--- src/rtl/rect_mask_builder.sv ---
// Rectangle DMA consumer. Captures a 16-value batch, then either sweeps one
// coverage plane into mask memory or copies the batch into the palette.
module rect_mask_builder #(
  parameter int X_LIMIT = 640,
  parameter int Y_LIMIT = 480,
  parameter int COORD_W = 10
) (
  input  logic               clk,
  input  logic               reset,
  input  logic [15:0]        din,
  input  logic [2:0]         src_state,
  input  logic [3:0]         src_rect,
  input  logic [1:0]         src_batch,
  input  logic               src_batch_done,
  output logic               mask_we,
  output logic [1:0]         mask_plane,
  output logic [1:0]         mask_lane,
  output logic [COORD_W-1:0] mask_addr,
  output logic [15:0]        mask_wdata,
  output logic               pal_we,
  output logic [5:0]         pal_addr,
  output logic [15:0]        pal_wdata,
  output logic               busy,
  output logic               frame_ready,
  output logic               overrun
);

  typedef enum logic [1:0] {ST_IDLE, ST_SWEEP, ST_PAL} state_t;

  localparam logic [COORD_W-1:0] X_LAST = COORD_W'(X_LIMIT - 1);
  localparam logic [COORD_W-1:0] Y_LAST = COORD_W'(Y_LIMIT - 1);

  state_t             st_q, st_d;
  logic [3:0]         prev_rect_q;
  logic               prev_done_q;
  logic [15:0]        cap_q [16];
  logic [15:0]        cap_d [16];
  logic [15:0]        swp_q [16];
  logic [15:0]        swp_d [16];
  logic [1:0]         plane_q, plane_d;
  logic [1:0]         lane_q, lane_d;
  logic [COORD_W-1:0] c_q, c_d;
  logic               overrun_q, overrun_d;
  logic               frame_q, frame_d;

  logic               mask_we_q, mask_we_d;
  logic [1:0]         mask_plane_q, mask_plane_d;
  logic [1:0]         mask_lane_q, mask_lane_d;
  logic [COORD_W-1:0] mask_addr_q, mask_addr_d;
  logic [15:0]        mask_wdata_q, mask_wdata_d;
  logic               pal_we_q, pal_we_d;
  logic [5:0]         pal_addr_q, pal_addr_d;
  logic [15:0]        pal_wdata_q, pal_wdata_d;
  logic               busy_q, busy_d;

  logic               rise;
  logic [COORD_W-1:0] last_c;
  logic [15:0]        mask_bits;

  assign rise   = src_batch_done & ~prev_done_q;
  assign last_c = plane_q[1] ? Y_LAST : X_LAST;

  always_comb begin
    cap_d     = cap_q;
    swp_d     = swp_q;
    st_d      = st_q;
    c_d       = c_q;
    plane_d   = plane_q;
    lane_d    = lane_q;
    overrun_d = overrun_q;
    frame_d   = 1'b0;
    // A rect-counter step (including the 15->0 wrap) closes the previous slot.
    if (src_state != 3'd0 && src_rect != prev_rect_q) begin
      cap_d[prev_rect_q] = din;
    end
    case (st_q)
      ST_IDLE: begin
        if (rise && src_state >= 3'd1 && src_state <= 3'd5) begin
          swp_d   = cap_q;
          plane_d = src_state[1:0] - 2'd1;
          lane_d  = src_batch;
          c_d     = '0;
          st_d    = (src_state == 3'd5) ? ST_PAL : ST_SWEEP;
        end
      end
      ST_SWEEP: begin
        if (rise) overrun_d = 1'b1;
        if (c_q == last_c) st_d = ST_IDLE;
        else c_d = c_q + COORD_W'(1);
      end
      ST_PAL: begin
        if (rise) overrun_d = 1'b1;
        if (c_q[3:0] == 4'd15) begin
          st_d    = ST_IDLE;
          frame_d = (lane_q == 2'd3);
        end else begin
          c_d = c_q + COORD_W'(1);
        end
      end
      default: st_d = ST_IDLE;
    endcase
  end

  // Left/top planes cover from the edge upward; right/bottom cover below it.
  for (genvar gi = 0; gi < 16; gi++) begin : g_mask
    assign mask_bits[gi] = plane_d[0] ? (c_d <  swp_d[gi][COORD_W-1:0])
                                      : (c_d >= swp_d[gi][COORD_W-1:0]);
  end

  // Output registers are loaded from next-state values so the first write
  // appears the cycle right after the batch-done rise.
  always_comb begin
    mask_we_d    = (st_d == ST_SWEEP);
    mask_plane_d = mask_we_d ? plane_d : 2'd0;
    mask_lane_d  = mask_we_d ? lane_d : 2'd0;
    mask_addr_d  = mask_we_d ? c_d : '0;
    mask_wdata_d = mask_we_d ? mask_bits : 16'd0;
    pal_we_d     = (st_d == ST_PAL);
    pal_addr_d   = pal_we_d ? {lane_d, c_d[3:0]} : 6'd0;
    pal_wdata_d  = pal_we_d ? swp_d[c_d[3:0]] : 16'd0;
    busy_d       = (st_d != ST_IDLE);
  end

  always_ff @(posedge clk) begin
    if (reset) begin
      st_q         <= ST_IDLE;
      prev_rect_q  <= 4'd0;
      prev_done_q  <= 1'b0;
      for (int i = 0; i < 16; i++) begin
        cap_q[i] <= 16'd0;
        swp_q[i] <= 16'd0;
      end
      plane_q      <= 2'd0;
      lane_q       <= 2'd0;
      c_q          <= '0;
      overrun_q    <= 1'b0;
      frame_q      <= 1'b0;
      mask_we_q    <= 1'b0;
      mask_plane_q <= 2'd0;
      mask_lane_q  <= 2'd0;
      mask_addr_q  <= '0;
      mask_wdata_q <= 16'd0;
      pal_we_q     <= 1'b0;
      pal_addr_q   <= 6'd0;
      pal_wdata_q  <= 16'd0;
      busy_q       <= 1'b0;
    end else begin
      st_q         <= st_d;
      prev_rect_q  <= src_rect;
      prev_done_q  <= src_batch_done;
      cap_q        <= cap_d;
      swp_q        <= swp_d;
      plane_q      <= plane_d;
      lane_q       <= lane_d;
      c_q          <= c_d;
      overrun_q    <= overrun_d;
      frame_q      <= frame_d;
      mask_we_q    <= mask_we_d;
      mask_plane_q <= mask_plane_d;
      mask_lane_q  <= mask_lane_d;
      mask_addr_q  <= mask_addr_d;
      mask_wdata_q <= mask_wdata_d;
      pal_we_q     <= pal_we_d;
      pal_addr_q   <= pal_addr_d;
      pal_wdata_q  <= pal_wdata_d;
      busy_q       <= busy_d;
    end
  end

  assign mask_we     = mask_we_q;
  assign mask_plane  = mask_plane_q;
  assign mask_lane   = mask_lane_q;
  assign mask_addr   = mask_addr_q;
  assign mask_wdata  = mask_wdata_q;
  assign pal_we      = pal_we_q;
  assign pal_addr    = pal_addr_q;
  assign pal_wdata   = pal_wdata_q;
  assign busy        = busy_q;
  assign frame_ready = frame_q;
  assign overrun     = overrun_q;

endmodule
--- config.mk ---
export PLATFORM = sky130hd
export DESIGN_NAME = rect_mask_builder
export DESIGN_NICKNAME = d
export VERILOG_FILES = /design/src/rtl/rect_mask_builder.sv
export SDC_FILE = /design/constraint.sdc
export NUM_CORES = 1
export LEC_CHECK = 0
export CORE_MARGIN = 2
export CORE_UTILIZATION = 62
export CTS_CLUSTER_DIAMETER = 80
export CTS_CLUSTER_SIZE = 40
export DETAILED_ROUTE_END_ITERATION = 16
export PLACE_DENSITY = 0.8
export SETUP_SLACK_MARGIN = 0.1
export SLEW_MARGIN = 20
export SYNTH_ARGS = -nofsm -noshare
export SYNTH_HDL_FRONTEND = slang
export SYNTH_SLANG_ARGS = --single-unit
--- constraint.sdc ---
create_clock -name clk -period 4.7 [get_ports clk]
set_input_delay 0.47 -clock clk [delete_from_list [all_inputs] [get_ports clk]]
set_output_delay 0.47 -clock clk [all_outputs]
set_load 0.05 [all_outputs]
==> flow_summary.toml <==
[sta]
post-route-period-util_pct = 84.9
tightest_slew_ns = 1.19
finalWorstSetupSlack_ns = 0.710
setup_viol = 0
fin_worst_skew_ns = 0.0368
maxSlewHeadroom_pct = 20.4
rsz0062_at_grt = "no"
min_period_ns = 3.99
max_freq_mhz = 251
finalHoldViolCount = 0
drv_slew = 0
fin_setup_tns_ns = 0

[power]
peakVddDrop_mv = 0.315
power_uw = 9640
p_switching_uw = 2840
p_seq_share_pct = 53.3
p_comb_share_pct = 13.9
internal-power_uw = 6800
p_leak_uw = 0.0133
powerDensity_mw_per_mm2 = 329
netSwitchingFraction_pct = 29.5
clock_power_share_pct = 32.8

[floorplanning]
dieArea_sq_mm = 0.0449
initial_core_util_pct = 62.5
core-area_sq_mm = 0.0429
rows = 76
die_x_um = 212
ios = 85
die_y_um = 212

[route]
drc_errors = 0
vias = 21681
wl_per_cell_um = 20.6
drtPass1Iterations = 7
totalWireLength_um = 73100
avgViaCountPerCell = 6.12
drtAntennaViolNets = 0
drt_iter0_markers = 1986

[min_path]
min_path_cells = 2
whs_endpoint = "overrun"
hold_path_class = "input port to register"
hp-start = "reset"

[flow_run]
maxCapViolCount = 0

[synthesis]
synth_edf_count = 0
synth-seq-area-share_pct = 44.0
syn_area_sq_mm = 0.0268
synth-simple-area-share_pct = 15.7
synth_top_family_by_area = "multiplexers"
syn-num-nets = 3134
synth_area_leaders = "dfxtp_1 44%, mux2i_1 18%, ha_1 7.8%"
synth.avg_cell_area_sq_um = 9.12
synthXorXnorAreaFrac_pct = 0.131
synth_cell_types = 59
synth_top_area_cell = "dfxtp_1"
synth.ff_latch_count = 590
synth_top_cell_area_share_pct = 44.0
ys.flop_type = "dfxtp_1"
ys_async_sr_fraction_pct = 0
yosys_warnings = 0
synth-compound-area-share_pct = 9.57
synthMuxAreaShare_pct = 19.1
synthAdderAreaFrac_pct = 7.79
syn_inst = 2939

[critical_path]
cpMaxStageDelayCell = "clkdlybuf4s50_1"
required_ns = 5.20
crit_path_max_fanout = 22
startpoint_type = "input port"
reg2reg_depth = 13
rrSetupSlack_ns = 0.81
cp-end-kind = "register"
slowest_delay_ns = 0.49
worstPathArrival_ns = 4.49
path_cells = "clkdlybuf4s50_1, inv_1, ha_1, or4_1, o211ai_2, or2_4, buf_12, mux2i_1, ha_1, nor2b_1, o21a_1, o21ai_0, nand2b_1, a21oi_1, o21ai_0, a211oi_1, mux2i_1, nor2_1"
crit_type = "input port to register"
r2r-start = "st_q[1]"
r2r-end = "pal_wdata[13]"

[final_layout]
seq_area_sq_mm = 0.0118
drive_above_1_share_pct = 5.79
fillerInstances = 3339
final_cells = 3541
area_delta_synth_final_pct = 9.40
fin_util_pct = 68.4
multi_input_area_sq_mm = 0.0141
finalNetCount = 3129

[clock_tree]
cts_setup_buffers = 0
post_cts_resize_count = 0
h-tree-depth = 1
cts-root-buf = "clkbuf_16"
cts_buffers = 27
cts_tree = "yes"
cts_sinks = 590
clk_latency_ns = 0.63
postCtsHoldBufs = 0
cts.clk_slew.worst_paths_ns = 0.11
cts_buffer_depth = 3

[run_status]
status = "complete, no violations"

[place]
hpwlAfterDp_um = 47100
place_ws_ns = 0.197
portBuffers = 84
gp_congestion = 0.926
dp_cells = 3489

[global_route]
track_usage_pct = 31.9
grt_overflow = 0
antenna_found_initial = 1
grt_max_degree = 263
grt_pass1_vias = 20528
grt_pass1_wl_um = 113000
[worst max-delay path, delay by kind of cell]
family,cells,cell delay (ns)
simple gates,5,1.07
fa+ha+maj,2,0.52
buf+inv,3,0.80
compound gates,6,1.00
mux,2,0.60
[state kept, by name, indices dropped and copies added (netlist names)]
register / flops
pal_wdata: 16
pal_addr: 6
swp_q: 256
c_q: 10
busy: 1
mask_plane: 2
pal_we: 1
lane_q: 2
mask_addr: 10
st_q: 2
frame_ready: 1
prev_rect_q: 4
cap_q: 256
mask_wdata: 16
mask_we: 1
mask_lane: 2
plane_q: 2
overrun: 1
prev_done_q: 1
[placed cells by master, fill, tap and decap left out, types with 5 or more instances in the layout]
cell / n
dfxtp_1: 590
nor2_1: 493
mux2i_1: 476
nand2_1: 332
a21oi_1: 257
ha_1: 167
clkdlybuf4s50_1: 82
buf_4: 54
inv_1: 40
nand3_1: 37
a211oi_1: 34
nand4_1: 33
and3_1: 31
nor2b_1: 29
o21ai_0: 28
a21o_1: 28
clkbuf_16: 27
mux2_2: 25
o22ai_1: 24
nand2b_1: 11
nor3_1: 11
a31oi_1: 10
o32ai_1: 10
o211ai_1: 9
buf_12: 9
or4_1: 7
o21a_1: 7
clkinv_8: 6
o31ai_1: 5
a22o_1: 5
[per-stage QoR]
| step | cell area [sq um] | hold slack (ns) |
|---|---|---|
| after global placement | 28200 | 0.438 |
| after detailed placement | 28200 | 0.443 |
| final | 29300 | 0.222 |
| after global routing | 29300 | 0.225 |
| after floorplan | 26800 | 0.415 |
| after CTS | 29300 | 0.212 |
[Yosys cell counts, drive strengths merged, types with 24 or more instances]
cell and number:
o21ai 32, nand4 33, nand2 334, ha 167, a211oi 34, a21o 28
o22ai 24, a21oi 260, mux2 31, nor2b 29, nand3 37, dfxtp 590
buf 62, inv 44, and3 31, clkbuf 120, mux2i 476, nor2 495
[power by group through the flow]
stage	Clock, uW	Sequential [uW]	Combinational (uW)
after detailed placement	0	5250	1310
after CTS	3190	5140	1320
after floorplan	0	5320	832
after global routing	3380	5150	1410
after global placement	0	5250	1280
final	3160	5140	1340
[layer usage]
layer / global-route usage, % / vias to the layer above / part of all wire (%)
met3: 4.33 / 175 / 7.5
met2: 51.7 / 822 / 46
met4: 10.4 / 2 / 3.2
met5: 0 / - / 0.015
li1: - / 10134 / -
met1: 43.9 / 10548 / 44
[how the worst max path moves through the flow]
stage                       startpoint             end  slack [ns]  cells past startpoint
after floorplan           src_state[1]  mask_wdata[12]        0.63                     18
after global placement    src_state[1]   mask_wdata[8]        0.33                     18
after detailed placement  src_state[1]   mask_wdata[8]        0.20                     18
after CTS                 src_state[1]   mask_wdata[8]        0.76                     18
after global routing      src_state[1]   mask_wdata[8]        0.42                     18
final                     src_state[1]   mask_wdata[8]        0.71                     18
[cell type report]
cell class                 count  share of cell area, %
tap                          585                   2.50
sequential                   590                   40.3
clock inverter                22                   1.31
timing repair buffer         148                   4.96
clock buffer                  28                   2.32
antenna                        1                0.00853
multi-input combinational   2123                   48.1
inverter                      44                  0.580
[cells by family after synthesis]
group           after synthesis
compound gates              437
mux                         507
fa+ha+maj                   167
flops                       590
simple gates               1008
buf+inv                     226
xor+xnor                      4
Note: power is estimated with default switching activity, not from simulation.
